**src/rtl/cholesky_array_div.sv**
```systemverilog
// rtl/cholesky_array_div.sv - six-lane iterative restoring divider array for the Cholesky stage
//
// Purpose: divides LANES signed fixed-point dividends by one common signed divisor,
//   producing trunc((dividend * 2^FRAC) / divisor) per lane, saturated symmetrically
//   to +/-(2^(W-1)-1). One quotient bit per clock, all lanes in lockstep.
//   Latency from accepted start edge to done = W+FRAC+1 clocks.
// Ports:
//   clk           clock, all state on posedge
//   rst           asynchronous active-high reset
//   start         request, sampled only while idle
//   dividends     [LANES-1:0][W-1:0] signed numerators, captured at start
//   divisor       [W-1:0] signed common denominator, captured at start
//   busy          high from accepted start until the done cycle
//   done          one-cycle pulse, quotients valid
//   quotients     [LANES-1:0][W-1:0] signed results, held until next completion
//   div_by_zero   (only with CHOLESKY_ARRAY_DIV_DBZ_EN) captured divisor was zero
// Configuration macro: CHOLESKY_ARRAY_DIV_DBZ_EN adds the div_by_zero output.

module cholesky_array_div #(
  parameter int LANES = 6,
  parameter int W     = 27,
  parameter int FRAC  = 13
) (
  input  logic                     clk,
  input  logic                     rst,
  input  logic                     start,
  input  logic [LANES-1:0][W-1:0]  dividends,
  input  logic [W-1:0]             divisor,
  output logic                     busy,
  output logic                     done,
  output logic [LANES-1:0][W-1:0]  quotients
`ifdef CHOLESKY_ARRAY_DIV_DBZ_EN
  ,
  output logic                     div_by_zero
`endif
);

  localparam int ITER = W + FRAC;
  localparam int NW   = W + FRAC;
  localparam int CW   = $clog2(ITER);

  localparam logic [1:0] S_IDLE = 2'd0;
  localparam logic [1:0] S_DIV  = 2'd1;
  localparam logic [1:0] S_FIX  = 2'd2;

  localparam logic [W-1:0] MAXV = {1'b0, {(W-1){1'b1}}};

  logic [1:0]                 state;
  logic [CW-1:0]              cnt;
  // num_q starts as |dividend|<<FRAC; its MSBs feed the remainder while quotient
  // bits enter at the LSB, so after ITER shifts it holds the full quotient.
  logic [LANES-1:0][NW-1:0]   num_q;
  logic [LANES-1:0][W-1:0]    rem_q;
  logic [W-1:0]               dabs_q;
  logic [LANES-1:0]           neg_q;
  logic [LANES-1:0]           nz_q;

  logic [W-1:0]               dsr_abs;
  logic [LANES-1:0][W-1:0]    dvd_abs;
  logic [LANES-1:0][W:0]      r_shift;
  logic [LANES-1:0]           ge;
  logic [LANES-1:0][W-1:0]    rem_nx;
  logic [LANES-1:0][NW-1:0]   num_nx;
  logic [LANES-1:0]           sat;
  logic [LANES-1:0][W-1:0]    mag;
  logic [LANES-1:0][W-1:0]    q_fix;

  always_comb begin
    dsr_abs = divisor[W-1] ? (~divisor + 1'b1) : divisor;
    dvd_abs = '0;
    r_shift = '0;
    ge      = '0;
    rem_nx  = '0;
    num_nx  = '0;
    sat     = '0;
    mag     = '0;
    q_fix   = '0;
    for (int i = 0; i < LANES; i++) begin
      // W-bit unsigned magnitude holds |-2^(W-1)| exactly.
      dvd_abs[i] = dividends[i][W-1] ? (~dividends[i] + 1'b1) : dividends[i];

      r_shift[i] = {rem_q[i], num_q[i][NW-1]};
      ge[i]      = (r_shift[i] >= {1'b0, dabs_q});
      // When ge holds the true difference is below |divisor|, so W bits suffice.
      rem_nx[i]  = ge[i] ? (r_shift[i][W-1:0] - dabs_q) : r_shift[i][W-1:0];
      num_nx[i]  = {num_q[i][NW-2:0], ge[i]};

      sat[i]     = |num_q[i][NW-1:W-1];
      mag[i]     = sat[i] ? MAXV : {1'b0, num_q[i][W-2:0]};
      // A zero divisor yields an all-ones quotient, which saturates; a zero
      // dividend must still come out as zero in that case.
      if (!nz_q[i]) begin
        q_fix[i] = '0;
      end else if (neg_q[i]) begin
        q_fix[i] = ~mag[i] + 1'b1;
      end else begin
        q_fix[i] = mag[i];
      end
    end
  end

  always_ff @(posedge clk or posedge rst) begin
    if (rst) begin
      state     <= S_IDLE;
      cnt       <= '0;
      num_q     <= '0;
      rem_q     <= '0;
      dabs_q    <= '0;
      neg_q     <= '0;
      nz_q      <= '0;
      busy      <= 1'b0;
      done      <= 1'b0;
      quotients <= '0;
`ifdef CHOLESKY_ARRAY_DIV_DBZ_EN
      div_by_zero <= 1'b0;
`endif
    end else begin
      done <= 1'b0;
      case (state)
        S_IDLE: begin
          if (start) begin
            for (int i = 0; i < LANES; i++) begin
              num_q[i] <= {dvd_abs[i], {FRAC{1'b0}}};
              neg_q[i] <= dividends[i][W-1] ^ divisor[W-1];
              nz_q[i]  <= |dividends[i];
            end
            rem_q  <= '0;
            dabs_q <= dsr_abs;
            cnt    <= CW'(ITER - 1);
            busy   <= 1'b1;
            state  <= S_DIV;
          end
        end
        S_DIV: begin
          num_q <= num_nx;
          rem_q <= rem_nx;
          if (cnt == '0) begin
            state <= S_FIX;
          end else begin
            cnt <= cnt - 1'b1;
          end
        end
        S_FIX: begin
          quotients <= q_fix;
          done      <= 1'b1;
          busy      <= 1'b0;
          state     <= S_IDLE;
`ifdef CHOLESKY_ARRAY_DIV_DBZ_EN
          div_by_zero <= (dabs_q == '0);
`endif
        end
        default: begin
          state <= S_IDLE;
        end
      endcase
    end
  end

endmodule

```
**config.mk**
```make
export PLATFORM = sky130hd
export DESIGN_NAME = cholesky_array_div
export DESIGN_NICKNAME = d
export VERILOG_FILES = /design/src/rtl/cholesky_array_div.sv
export SDC_FILE = /design/constraint.sdc
export NUM_CORES = 2
export LEC_CHECK = 0
export CORE_ASPECT_RATIO = 0.9
export CORE_MARGIN = 3
export CORE_UTILIZATION = 59
export CTS_CLUSTER_DIAMETER = 30
export DETAILED_ROUTE_END_ITERATION = 10
export PLACE_DENSITY_LB_ADDON = 0.08
export SYNTH_ARGS = -nofsm -noshare
export SYNTH_HDL_FRONTEND = slang
export SYNTH_SLANG_ARGS = --single-unit
```
**constraint.sdc**
```tcl
create_clock -name clk -period 28.5 [get_ports clk]
set_input_delay 8.55 -clock clk [delete_from_list [all_inputs] [get_ports clk]]
set_output_delay 8.55 -clock clk [all_outputs]
set_load 0.005 [all_outputs]
```
==> results.py <==
metrics = {
    "outcome": {
        "status": "finished, final reports clean",
    },
    "drt": {
        "drc": 0,
        "detail-route-antenna-nets": 0,
        "vias": 37786,
        "drt_iter0_drc": 3741,
        "routed_via_density": 6.36,
        "routed_wl_um": 122000,
        "wl_per_cell_um": 20.5,
        "drt_pass1_iterations": 6,
    },
    "yosys": {
        "synth_area_mm2": 0.0401,
        "ys_top_cells_by_area": "dfrtp_1 (38%), nand2_1 (5.7%), ha_1 (5.5%), o21ai_0 (5.2%), xnor2_1 (4.0%)",
        "synth_top_area_frac": 0.382,
        "synth-seq-cells": 613,
        "netlist_top_cells_count": "dfrtp_1 (613), nand2_1 (613), o21ai_0 (413)",
        "async_reset_ff_frac": 1.00,
        "synth-edff-count": 0,
        "synth_top_cell_by_area": "dfrtp_1",
        "ys_seq_area_frac": 0.382,
        "yosysUniqueCellTypes": 80,
        "syn_nets": 5071,
        "ys.flop_type": "dfrtp_1",
        "synthCells": 4696,
        "yosys_warnings": 0,
        "synth.avg_cell_area_um2": 8.54,
    },
    "cells_and_area": {
        "drive_gt1_frac": 0.0648,
        "nNetsFinal": 5328,
        "area_growth_syn_to_layout_pct": 22.2,
        "fin_util": 0.729,
        "final_area_mm2": 0.0490,
    },
    "clocking": {
        "ctsHtreeMaxLevel": 4,
        "clock-sinks": 613,
        "root_buffer": "clkbuf_16",
        "cts_tree": "yes",
        "clock_path_buffers": 3,
        "hold_buffers": 0,
        "cts.reportedPaths.clkPinSlew_ns": 0.06,
        "postCtsSetupBuffers": 0,
        "cts_buffers": 136,
        "post_cts_resized": 0,
        "insertion_delay_ns": 0.73,
    },
    "power": {
        "peakVddDrop_mv": 0.0862,
        "power_per_cell_area_mw_per_mm2": 138,
        "cellLeakagePower_uw": 0.0210,
        "power_uw": 6750,
    },
    "worst_setup_path": {
        "crit_top_cell": "or3_1",
        "cp_cell_sequence": "clkdlybuf4s50_1, inv_1, ha_1, nand2_1, or3_1, nand2b_1, or2_1, or3_1, or3_1, or4_1, o22a_1",
        "worst_path_largest_cell_delay_ns": 0.53,
        "cp-end-kind": "flip-flop",
        "cpMaxStageDelayCell": "clkdlybuf4s50_1",
        "crit_fanout": 4,
        "arrival_ns": 11.82,
        "critPathLaunchType": "primary input",
        "worstPathRequired_ns": 29.11,
        "crit_type": "in -> reg",
    },
    "timing": {
        "whs_ns": 0.466,
        "max_slew_margin": 0.174,
        "slew_viol_final": 0,
        "finalSetupViolCount": 0,
        "skew_ns": 0.0270,
        "rsz0062_at_grt": "no",
        "post-route-period-util": 0.393,
        "period_needed_ns": 11.21,
        "max_freq_ghz": 0.0892,
        "final_hold_viol_count": 0,
        "tns_ns": 0,
        "worstMarginPinSlew_ns": 1.23,
    },
    "global_route": {
        "gr-max-usage-layer": "met2",
        "groute.layer.met3.usage": 0.0620,
        "grt_pass1_wl_um": 193000,
        "grt_use_met1": 0.467,
        "grt_overflow": 0,
        "grt_pass1_vias": 35696,
        "gr-usage-all-layers": 0.338,
        "antenna_found_initial": 5,
        "met2_usage": 0.524,
        "grt_max_degree": 168,
    },
    "flow_run": {
        "drv_cap": 0,
    },
    "floorplan": {
        "core_mm2": 0.0672,
        "die_y_um": 253,
        "io_pins": 356,
        "start_util": 0.597,
        "die_x_um": 281,
        "design.die.area_mm2": 0.0712,
        "rows": 90,
    },
    "place": {
        "dpl_cell_area_mm2": 0.0442,
        "gp_congestion": 0.898,
        "dp_hpwl_um": 80600,
        "portBuffers": 355,
    },
    "min_path": {
        "hold_class": "reg -> reg",
    },
}
-- power breakdown --
part	internal (uW)	leakage [uW]	switching, uW
clock network	1110	0.00234	533
logic	1520	0.0109	1930
registers	1260	0.00775	403
-- worst paths after layout --
| check | from | end | slack [ns] | cells after the start |
|---|---|---|---|---|
| min in group asynchronous | rst | r_shift[163] | 8.35 | 2 |
| hold reg to reg | quotients[117] | quotients[117] | 0.47 | 2 |
| setup / recovery | dividends[108] | nz_q[4] | 17.29 | 11 |
| hold / removal | quotients[117] | quotients[117] | 0.47 | 2 |
| max in group asynchronous | rst | r_shift[32] | 17.83 | 4 |
| setup reg to reg | dabs_q[0] | r_shift[23] | 23.73 | 14 |
-- worst max-delay path, delay by kind of cell --
kind	cells	cell delay [ns]
AO/OA/AOI/OAI	1	0.19
adder cells (fa/ha/maj)	1	0.17
buffers and inverters	2	0.67
AND/OR/NAND/NOR	7	2.25
-- cells in the final DEF, fill, tap and decap left out, types with 23 or more instances in the layout --
cell type,n
o21a_1,25
o41ai_1,35
a31oi_1,34
o21bai_1,27
ha_1,177
a211oi_1,47
buf_4,42
nor4_1,49
o22ai_1,77
xnor2_1,183
clkdlybuf4s50_1,353
or3_1,66
nor2_1,286
o21ai_0,413
nand3_1,56
a21o_1,77
dfrtp_1,611
nand4_1,33
nand2_1,611
xor2_1,165
nand2b_1,63
a22oi_1,111
a221oi_1,24
inv_1,100
mux2i_1,114
o31ai_1,60
clkbuf_8,23
nor3_1,95
a22o_1,99
or4_1,35
o21ai_1,245
a21oi_1,245
clkbuf_16,138
-- layout make-up --
class / count / area [um2]
Tap cell: 874 / 1090
Clock inverter: 74 / 1010
Fill cell: 5048 / 18200
Inverter: 103 / 394
Sequential cell: 613 / 15300
Antenna cell: 5 / 12.5
Clock buffer: 174 / 3820
Timing Repair Buffer: 400 / 3920
Multi-Input combinational cell: 3699 / 23400
-- flip-flops by register name, indices dropped and copies added, names as in the netlist --
register / cells
busy: 1
cnt: 6
dabs_q: 27
done: 1
neg_q: 6
num_nx: 234
num_q: 6
nz_q: 6
quotients: 162
r_shift: 162
state: 2
-- stage by stage --
stage | cells | worst slack, ns
floorplan | 4696 | 2.79
global placement | 5689 | 16.59
detailed placement | 5689 | 16.58
CTS | 5937 | 17.31
global route | 5940 | 17.16
finish | 5942 | 17.29
-- cells by family after synthesis --
logic type,Yosys count,synth area share
fa+ha+maj,183,0.0582
flops,613,0.382
simple gates,1422,0.165
xor+xnor,348,0.0760
mux,114,0.0284
buf+inv,384,0.0362
compound gates,1632,0.254
-- layer usage --
metal	share of wire	wire length [um]
met1	0.44	53600
met2	0.45	55100
met3	0.069	8380
met5	0.000057	7
met4	0.039	4810
Power figures use the tool's default switching activity.
